### src/rtl/rom_seq_ctrl.sv
// ROM-driven LED sequencer: play / stop / single-step / loop over addresses 0..last_addr.
// Optional run-time pause input is enabled by defining ROM_SEQ_CTRL_PAUSE_EN.
module rom_seq_ctrl #(
    parameter int AW = 5,
    parameter int DW = 5,
    parameter int CW = 24
) (
    input  logic          clk,
    input  logic          rstn,
    input  logic          cmd_play,
    input  logic          cmd_stop,
    input  logic          cmd_step,
`ifdef ROM_SEQ_CTRL_PAUSE_EN
    input  logic          cmd_pause,
`endif
    input  logic          loop,
    input  logic [AW-1:0] last_addr,
    input  logic [CW-1:0] delay,
    output logic [AW-1:0] rom_addr,
    input  logic [DW-1:0] rom_data,
    output logic [DW-1:0] leds,
    output logic          busy,
    output logic          done
);

    typedef enum logic [1:0] {S_IDLE, S_FETCH, S_LOAD, S_HOLD} state_t;

    state_t        r_state, w_next_state;
    logic [AW-1:0] r_rom_addr, w_rom_addr_nxt;
    logic [AW-1:0] r_step_ptr, w_step_ptr_nxt;
    logic [AW-1:0] r_last,     w_last_nxt;
    logic [DW-1:0] r_leds,     w_leds_nxt;
    logic [CW-1:0] r_cnt,      w_cnt_nxt;
    logic          r_step,     w_step_nxt;
    logic          r_busy,     w_busy_nxt;
    logic          r_done,     w_done_nxt;
    logic          w_pause;
    logic          w_at_last;
    logic [CW-1:0] w_hold;

`ifdef ROM_SEQ_CTRL_PAUSE_EN
    assign w_pause = cmd_pause;
`else
    assign w_pause = 1'b0;
`endif

    assign w_at_last = (r_rom_addr == r_last);
    // delay of zero is treated as one hold cycle
    assign w_hold    = (delay == '0) ? '0 : delay - CW'(1);

    always_ff @(posedge clk) begin
        if (!rstn) r_state <= S_IDLE;
        else       r_state <= w_next_state;
    end

    always_comb begin
        w_next_state = r_state;
        if (r_state == S_IDLE) begin
            if (!cmd_stop && (cmd_play || cmd_step))
                w_next_state = S_FETCH;
        end else if (cmd_stop) begin
            w_next_state = S_IDLE;
        end else if (cmd_play) begin
            w_next_state = S_FETCH;
        end else begin
            case (r_state)
                S_FETCH: w_next_state = S_LOAD;
                S_LOAD:  w_next_state = r_step ? S_IDLE : S_HOLD;
                S_HOLD: begin
                    if (!w_pause && r_cnt == '0)
                        w_next_state = (!w_at_last || loop) ? S_FETCH : S_IDLE;
                end
                default: w_next_state = S_IDLE;
            endcase
        end
    end

    always_comb begin
        w_rom_addr_nxt = r_rom_addr;
        w_step_ptr_nxt = r_step_ptr;
        w_last_nxt     = r_last;
        w_leds_nxt     = r_leds;
        w_cnt_nxt      = r_cnt;
        w_step_nxt     = r_step;
        w_done_nxt     = 1'b0;
        w_busy_nxt     = (w_next_state != S_IDLE);
        if (r_state == S_IDLE) begin
            if (!cmd_stop) begin
                if (cmd_play) begin
                    w_last_nxt     = last_addr;
                    w_rom_addr_nxt = '0;
                    w_step_nxt     = 1'b0;
                end else if (cmd_step) begin
                    w_last_nxt     = last_addr;
                    w_rom_addr_nxt = r_step_ptr;
                    w_step_nxt     = 1'b1;
                end
            end
        end else if (cmd_stop) begin
            w_rom_addr_nxt = '0;
            w_step_ptr_nxt = '0;
            w_step_nxt     = 1'b0;
        end else if (cmd_play) begin
            w_last_nxt     = last_addr;
            w_rom_addr_nxt = '0;
            w_step_nxt     = 1'b0;
        end else begin
            case (r_state)
                S_LOAD: begin
                    w_leds_nxt = rom_data;
                    w_cnt_nxt  = w_hold;
                    if (r_step) begin
                        w_step_ptr_nxt = w_at_last ? '0 : r_rom_addr + AW'(1);
                        w_step_nxt     = 1'b0;
                    end
                end
                S_HOLD: begin
                    if (!w_pause) begin
                        if (r_cnt != '0)     w_cnt_nxt      = r_cnt - CW'(1);
                        else if (!w_at_last) w_rom_addr_nxt = r_rom_addr + AW'(1);
                        else if (loop)       w_rom_addr_nxt = '0;
                        else                 w_done_nxt     = 1'b1;
                    end
                end
                default: ;
            endcase
        end
    end

    always_ff @(posedge clk) begin
        if (!rstn) begin
            r_rom_addr <= '0;
            r_step_ptr <= '0;
            r_last     <= '0;
            r_leds     <= '0;
            r_cnt      <= '0;
            r_step     <= 1'b0;
            r_busy     <= 1'b0;
            r_done     <= 1'b0;
        end else begin
            r_rom_addr <= w_rom_addr_nxt;
            r_step_ptr <= w_step_ptr_nxt;
            r_last     <= w_last_nxt;
            r_leds     <= w_leds_nxt;
            r_cnt      <= w_cnt_nxt;
            r_step     <= w_step_nxt;
            r_busy     <= w_busy_nxt;
            r_done     <= w_done_nxt;
        end
    end

    assign rom_addr = r_rom_addr;
    assign leds     = r_leds;
    assign busy     = r_busy;
    assign done     = r_done;

endmodule

### config.mk
export PLATFORM = sky130hd
export DESIGN_NAME = rom_seq_ctrl
export DESIGN_NICKNAME = d
export VERILOG_FILES = /design/src/rtl/rom_seq_ctrl.sv
export SDC_FILE = /design/constraint.sdc
export NUM_CORES = 1
export LEC_CHECK = 0
export CELL_PAD_IN_SITES_DETAIL_PLACEMENT = 1
export CELL_PAD_IN_SITES_GLOBAL_PLACEMENT = 2
export CORE_MARGIN = 2
export CORE_UTILIZATION = 29
export CTS_CLUSTER_SIZE = 40
export DETAILED_ROUTE_END_ITERATION = 6
export PLACE_DENSITY_LB_ADDON = 0.1
export SLEW_MARGIN = 15
export SYNTH_ARGS = -nofsm -noshare
export SYNTH_HDL_FRONTEND = slang
export SYNTH_SLANG_ARGS = --single-unit
export TNS_END_PERCENT = 1
### constraint.sdc
create_clock -name clk -period 2.6 [get_ports clk]
set_clock_uncertainty 0.2 [all_clocks]
set_input_delay 0.65 -clock clk [delete_from_list [all_inputs] [get_ports clk]]
set_output_delay 0.65 -clock clk [all_outputs]
set_load 0.01 [all_outputs]
After elaboration in Yosys (flattened, before gate mapping)

Index checks and enable logic that the tools add are counted.

Register bits: 49
Input bits: 40
Output and inout bits: 12
Logic and storage cells: 92

Add/sub/neg operators: 3
Equality and inequality tests: 10
Multiplexer cells: 40
Bitwise operators: 6
Reductions and logical operators: 24

Operators with widths:

| cell                                                | count |
|---|---|
| 2-to-1 mux 5 bit                                    | 21 |
| logical NOT 24 bit                                  | 2 |
| 2-to-1 mux 24 bit                                   | 2 |
| one-hot mux 24 bit (2 select lines)                 | 1 |
| subtractor 24 x 1 -> 24 bit (second input constant) | 2 |
| nonzero test 24 bit                                 | 1 |
| 2-to-1 mux 2 bit                                    | 6 |
| nonzero test 2 bit                                  | 6 |
| AND reduction 5 bit                                 | 2 |
| 2-to-1 mux 1 bit                                    | 9 |
| AND reduction 4 bit                                 | 2 |
| nonzero test 4 bit                                  | 2 |
| OR reduction 7 bit                                  | 1 |
| NOT 1 bit                                           | 6 |
| one-hot mux 2 bit (3 select lines)                  | 1 |
| AND reduction 3 bit                                 | 2 |
| adder 5 x 1 -> 5 bit (second input constant)        | 1 |
| == test 5 bit                                       | 1 |
| != test 5 x 4 -> 1 bit (second input constant)      | 1 |
| == test 2 bit (second input constant)               | 2 |
| != test 2 bit (second input constant)               | 2 |
| != test 4 bit (second input constant)               | 1 |
| != test 3 bit (second input constant)               | 1 |
| == test 2 x 1 -> 1 bit (second input constant)      | 1 |
| 5 further kinds                                     | 7 |

Longest topological paths before layout

Gate-level depths: netlist of the first run.

Depth in word-level cells: 10
Depth in mapped cells: 9
Depth with buffers taken out: 7

Worst setup path before layout of the first run

No wires, ideal clock.

Path kind: input -> register
Start: input delay[18]
End: register r_cnt[7]
Setup time: 0.120 ns
Data arrival time: 2.514 ns
Data required time: 2.280 ns
Path slack: -0.233 ns
Cell stages on the path: 5
Buffers on the path: 0
Cells stage by stage: or4_1 -> or4_1 -> o31ai_2 -> nor3_1 -> o31a_1

Word-level cells in the longest chain between the ends: 3

RTL lines:

| item                                | RTL line | RTL |
|---|---|---|
| start, declared                     | 18       | `input logic [CW-1:0] delay,` |
| logical NOT 24 bit                  | 49       | `assign w_hold = (delay == '0) ? '0 : delay - CW'(1);` |
| 2-to-1 mux 24 bit                   | 49       |  |
| one-hot mux 24 bit (2 select lines) | 108      | `case (r_state)` |
| end signal, assigned                | 145      | `r_cnt <= w_cnt_nxt;` |
| end, declared                       | 33       | `logic [CW-1:0] r_cnt, w_cnt_nxt;` |

No other way between the ends.
A chain may end at the register's enable or synchronous reset.

Worst setup path after layout of the first run

Start: register r_cnt[5]
End: register r_cnt[17]

Word-level cells in the longest chain between the ends: 3
Elaborated cells on any way between the ends: 6
Classes of those cells: 1 x add/sub; 1 x eq/ne; 2 x mux; 2 x reduce/logical

RTL lines:

| item                                                                       | RTL line | RTL |
|---|---|---|
| subtractor 24 x 1 -> 24 bit or nonzero test 24 bit (tied branches)         | 119      | `if (r_cnt != '0) w_cnt_nxt = r_cnt - CW'(1);` |
| 2-to-1 mux 24 bit or != test 2 bit (tied branches)                         | n/a      |  |
| one-hot mux 24 bit (2 select lines) or AND reduction 5 bit (tied branches) | n/a      |  |

Parallel ways exist; a longest one is shown, timed or not. The select of a mux whose other input is x is not followed.

==> flow_summary.yaml, run 1 <==
sta:
  setup_viol: 0
  slew_headroom: 0.6383
  timing.fmax_ghz: 0.3925
  timing.setup.tns_ns: 0
  setup_slack_ns: 0.05250
  period_share: 0.9798
  slew_violations: 0
  hold_viol: 0
  rsz0062_at_grt: "true"
  fin_crit_ns: 2.547
  max_slew.worst_pin.slew_ns: 0.5375
clock_network:
  hold_buffers: 0
  clkSinkCount: 49
  cts_inserted_buffers: 5
  root_buffer: "clkbuf_16"
  cts_tree: "yes"
  cts_buffer_depth: 2
  htree_levels: 2
  clkLatencyLatePin_ns: 0.31
  path_clk_slew_ns: 0.08
layout:
  fin_area_um2: 5180
  final_nets: 635
  layout.cells.non_filler: 730
  antenna_cells: 0
  drive_above_1_share: 0.2589
  ff_latch_area_um2: 980.9
  fill_cells: 1371
  multi_input_area_um2: 2395
  syn_to_final_growth_pct: 51.87
placed_design:
  dp_hpwl_mm: 10.44
  numPortBuffers: 51
  gp_congestion: 0.8382
  place_inst: 712
  detailed_place.area_um2: 4851
  pre_cts_ws_ns: -0.6262
floorplan:
  die_area_um2: 12650
  die_w_um: 112.5
  fp-row-count: 39
  core_um2: 11470
  start_util: 0.2974
  io_pins: 52
  die_y_um: 112.5
worst_setup_path:
  critPathArrivalTime_ns: 2.53
  required_ns: 2.58
  crit_type: "flip-flop to flip-flop"
  r2r_slack_ns: 0.05
  r2r_end: "r_cnt[17]$_SDFFE_PN0P_"
  reg2reg_depth: 6
  cp-start-kind: "flip-flop"
  endpoint_kind: "flip-flop"
  r2r_start: "r_cnt[5]$_SDFFE_PN0P_"
  critPathMaxFanout: 11
run:
  timing.max_cap.violations: 0
route:
  wl_mm: 13.50
  ant_nets: 0
  wl_met2_mm: 6.077
  first_iter_violations: 236
  wl_met1_mm: 6.819
  highest_layer: "met4"
  first_pass_iters: 4
  viasPerCell: 5.426
  drc: 0
  wl_per_cell_um: 18.50
  vias: 3961
  met3_length_um: 502
worst_hold_path:
  hp-start: "leds[1]$_SDFFE_PN0P_"
  worstHoldEndpoint: "leds[1]$_SDFFE_PN0P_"
  hold_path.class: "flip-flop to flip-flop"
  holdPathStages: 2
synth:
  ys_seq_area_frac: 0.2876
  async_flop_share: 0
  syn_inst: 434
  syn_avg_cell_area_um2: 7.859
  synth-edff-count: 0
  synth_seq_cells: 49
  syn_area_um2: 3411
  yosys_warnings: 0
  syn_nets: 483
  synth.distinct_cells: 59
  synth_ff_type: "dfxtp_1"
power_and_ir_drop:
  cellPowerDensity_nw_per_um2: 345.7
  ir_drop_mv: 0.2736
  leakagePower_uw: 0.002080
global_routing:
  grt_first_pass_wirelength_mm: 22.43
  grt_max_degree: 35
  grt_pass1_vias: 4155
  antenna_found_initial: 0
  gr-usage-all-layers: 0.2201
  grt_overflow: 0
run_status:
  status: "completed"
==> cells by family after synthesis <==
logic type | Yosys count | share of synthesized area
buffers and inverters | 34 | 0.04035
and+or+nand+nor | 167 | 0.2579
muxes | 17 | 0.05026
AOI/OAI and AO/OA | 131 | 0.2616
DFF | 49 | 0.2876
xor gates and xnor gates | 27 | 0.06933
adders and majority gates | 9 | 0.03302
==> worst max-delay path by stage <==
stage / slack (ns) / start / to
finish: 0.05 / r_cnt[5]$_SDFFE_PN0P_ / r_cnt[17]$_SDFFE_PN0P_
global route: -0.02 / delay[1] / r_cnt[20]$_SDFFE_PN0P_
CTS: 0.01 / r_cnt[5]$_SDFFE_PN0P_ / r_cnt[17]$_SDFFE_PN0P_
detailed placement: -0.63 / delay[18] / r_cnt[16]$_SDFFE_PN0P_
global placement: -0.60 / delay[18] / r_cnt[5]$_SDFFE_PN0P_
floorplan: -0.17 / delay[18] / r_cnt[7]$_SDFFE_PN0P_
==> synthesized netlist by cell type (9+ instances only) <==
cell type,instances,area (um^2)
nand4_1,10,62.56
mux2i_1,16,160.2
o211ai_1,11,82.58
a21oi_1,15,75.07
inv_1,11,41.29
nor2_1,42,157.7
nor3_1,19,95.09
xnor2_1,13,113.9
nand2_1,26,97.59
ha_1,9,112.6
xor2_1,14,122.6
dfxtp_1,49,980.9
nor4_1,16,100.1
o21ai_0,34,170.2
clkbuf_1,18,67.56
nand3_1,13,65.06
a31oi_1,13,81.33
==> power by group <==
| group | switching (uW) | total, uW | internal (uW) |
|---|---|---|---|
| combinational | 168 | 342 | 174 |
| clock | 321 | 681 | 360 |
| sequential | 7.12 | 767 | 760 |
| total | 496 | 1790 | 1290 |
==> cells in the final DEF (no fill, tap or decap), types with 5 or more instances in the layout <==
master,instances
nand2_1,25
xnor2_1,13
a211oi_1,5
o31a_1,7
a21oi_1,15
xor2_1,14
clkbuf_16,5
clkdlybuf4s50_1,40
and2_1,5
o21ai_0,28
nor4_1,15
nand4_1,10
mux2i_1,16
a31oi_1,13
nor2_1,42
nor3_1,16
dfxtp_1,49
o21ai_1,6
buf_4,107
inv_1,10
a22oi_1,7
nand3_1,13
dlymetal6s2s_1,5
ha_1,8
o211ai_1,11
==> per-stage QoR <==
| stage | hold WS (ns) | total power [uW] | utilization |
|---|---|---|---|
| floorplan | 0.2686 | 918.1 | - |
| global placement | 0.2736 | 1106 | 0.4230 |
| detailed placement | 0.2880 | 1114 | 0.4230 |
| CTS | 0.3067 | 1803 | 0.4440 |
| global route | 0.3258 | 1876 | 0.4517 |
| finish | 0.2966 | 1791 | 0.4517 |
==> metal layers <==
layer  vias up  GRT usage
li1       1963          -
met1      1907     0.3167
met2        84     0.3574
met3         7    0.02592
met4         0    0.04228
met5         -          0
==> final cells by class <==
cell class | count | area share
clock inverter | 2 | 0.002657
tap | 143 | 0.03454
clock buffer | 6 | 0.02488
timing repair buffer | 166 | 0.2768
sequential | 49 | 0.1894
inverter | 13 | 0.009420
multi-input combinational | 351 | 0.4623
==> repair_timing <==
action	4_1_cts	5_1_grt
gates resized for setup	27	24
setup endpoints to repair	23	23
pin swaps	8	7
buffers inserted	8	2
==> critical path, stage by stage (launching register included) <==
cell and delay (ns):
dfxtp_1 0.32, or4_4 0.56, or4b_4 0.58, buf_12 0.17, o31a_1 0.27, o31ai_1 0.21
a31oi_1 0.12
==> registers in the layout, summed over array words and instances, names as in the netlist <==
| signal | flops |
|---|---|
| leds | 5 |
| r_cnt | 24 |
| r_state | 2 |
| done | 1 |
| rom_addr | 5 |
| r_last | 5 |
| r_step_ptr | 5 |
| r_step | 1 |
| busy | 1 |
Power figures use the tool's default switching activity.
==> run 2: changes to the inputs <==
--- a/config.mk
+++ b/config.mk
@@ -8,7 +8,7 @@
 export CELL_PAD_IN_SITES_DETAIL_PLACEMENT = 1
 export CELL_PAD_IN_SITES_GLOBAL_PLACEMENT = 2
 export CORE_MARGIN = 2
-export CORE_UTILIZATION = 29
+export CORE_UTILIZATION = 34
 export CTS_CLUSTER_SIZE = 40
 export DETAILED_ROUTE_END_ITERATION = 6
 export PLACE_DENSITY_LB_ADDON = 0.1
==> constraint.sdc (replaced) <==
create_clock -name clk -period 3.1 [get_ports clk]
set_clock_uncertainty 0.2 [all_clocks]
set_input_delay 0.775 -clock clk [delete_from_list [all_inputs] [get_ports clk]]
set_output_delay 0.775 -clock clk [all_outputs]
set_load 0.01 [all_outputs]
==> flow_summary.yaml, run 2 (synthesized netlist as in run 1, its figures left out) <==
run_status:
  status: "completed"
global_routing:
  grt_max_degree: 18
  grt_overflow: 0
  antenna_found_initial: 0
  grt_pass1_vias: 3815
  gr-usage-all-layers: 0.2279
  grt_first_pass_wirelength_mm: 20.08
layout:
  final_nets: 571
  syn_to_final_growth_pct: 32.39
  largest_reg_flops: 24
  largest_register: "r_cnt"
  fill_cells: 1209
  ff_latch_area_um2: 980.9
  final_cell_mix: "clkdlybuf4s50_1 (51), buf_4 (51), dfxtp_1 (49)"
  multi_input_area_um2: 2292
  antenna_cells: 0
  drive_above_1_share: 0.1300
route:
  first_iter_violations: 160
  wl_mm: 12.19
  wl_per_cell_um: 18.59
  viasPerCell: 5.767
  first_pass_iters: 5
  ant_nets: 0
  vias: 3783
  drc: 0
power_and_ir_drop:
  seqPwrFrac: 0.447
  clkPwrFrac: 0.389
  cellPowerDensity_nw_per_um2: 319.5
  p_sw_uw: 370.0
  intPower_uw: 1073
  p_comb_frac: 0.164
  power_uw: 1443
  leakagePower_uw: 0.001677
  ir_drop_mv: 0.2216
  swShare: 0.2564
clock_network:
  cts_buffer_depth: 2
  root_buffer: "clkbuf_8"
  htree_levels: 2
  ctsResizeCount: 0
  clkLatencyLatePin_ns: 0.32
  clkSinkCount: 49
  postCtsSetupRepairBufs: 0
  cts_inserted_buffers: 5
  path_clk_slew_ns: 0.10
  cts_tree: "yes"
  hold_buffers: 0
worst_setup_path:
  cp-start-kind: "input port"
  required_ns: 3.11
  critPathArrivalTime_ns: 2.98
  critPathMaxFanout: 6
  endpoint_kind: "flip-flop"
  crit_type: "input port to flip-flop"
sta:
  slew_headroom: 0.5396
  fin_crit_ns: 2.972
  max_slew.worst_pin.slew_ns: 0.6860
  setup_viol: 0
  period_share: 0.9586
  timing.fmax_ghz: 0.3365
  slew_violations: 0
  rsz0062_at_grt: "false"
  timing.setup.tns_ns: 0
  hold_viol: 0
floorplan:
  fp-row-count: 36
  die_area_um2: 10850
  start_util: 0.3490
  die_w_um: 104.2
  io_pins: 52
  core_um2: 9774
  die_y_um: 104.2
worst_hold_path:
  hold_path.class: "flip-flop to flip-flop"
placed_design:
  gp_congestion: 0.8400
  dp_hpwl_mm: 9.525
  numPortBuffers: 51
run:
  timing.max_cap.violations: 0
-- run 2: routing by layer --
metal  share of wire  wire (um)  global-route usage  vias to the layer above
li1                -          -                   -                     1831
met4           0.017        204             0.06178                        0
met2            0.44       5353              0.3524                      100
met5               0          0                   0                        -
met1            0.49       6022              0.3300                     1835
met3           0.050        614             0.03258                       17
-- run 2: worst max-delay path: stages --
cell and delay, ns:
clkdlybuf4s50_1 0.41, or4_1 0.57, or4_1 0.48, o31ai_2 0.23, buf_4 0.17, nor3_1 0.06
o31a_1 0.28
-- run 2: power groups by stage --
stage	sequential, uW	combinational [uW]	clock, uW
global route	647	258	597
floorplan	658	111	0
detailed placement	660	235	0
CTS	645	237	571
global placement	659	230	0
finish	645	237	561
-- run 2: cell type report --
cell class | count | share of cell area
tap | 133 | 0.03685
multi-input combinational | 351 | 0.5076
sequential | 49 | 0.2172
timing repair buffer | 102 | 0.1978
clock buffer | 5 | 0.01524
inverter | 13 | 0.01081
clock inverter | 3 | 0.01441
-- run 2: worst paths after layout --
path | startpoint | end | slack (ns) | cells past startpoint
max reg2reg | r_state[0]$_SDFF_PN0_ | r_cnt[6]$_SDFFE_PN0P_ | 0.33 | 8
min reg2reg | leds[3]$_SDFFE_PN0P_ | leds[3]$_SDFFE_PN0P_ | 0.30 | 2
max | delay[18] | r_cnt[7]$_SDFFE_PN0P_ | 0.13 | 7
min | leds[3]$_SDFFE_PN0P_ | leds[3]$_SDFFE_PN0P_ | 0.30 | 2
-- run 2: per-stage QoR --
| step | util | setup WS, ns | hold WS, ns | cells | instance area [um^2] |
|---|---|---|---|---|---|
| after CTS | 0.4620 | 0.1238 | 0.3113 | 656 | 4516 |
| after floorplan | - | 0.1418 | 0.2686 | 434 | 3411 |
| after detailed placement | 0.4483 | -0.2123 | 0.2883 | 648 | 4382 |
| final | 0.4620 | 0.1282 | 0.3035 | 656 | 4516 |
| after global routing | 0.4620 | 0.02058 | 0.3504 | 656 | 4516 |
| after global placement | 0.4483 | -0.1657 | 0.2723 | 648 | 4382 |
==> run 3: changes to the inputs <==
--- a/config.mk
+++ b/config.mk
@@ -5,6 +5,7 @@
 export SDC_FILE = /design/constraint.sdc
 export NUM_CORES = 1
 export LEC_CHECK = 0
+export ABC_CLOCK_PERIOD_IN_PS = 3100
 export CELL_PAD_IN_SITES_DETAIL_PLACEMENT = 1
 export CELL_PAD_IN_SITES_GLOBAL_PLACEMENT = 2
 export CORE_MARGIN = 2
==> results of run 3 <==
No change in the layout: final DEF, timing and power equal those of run 2.
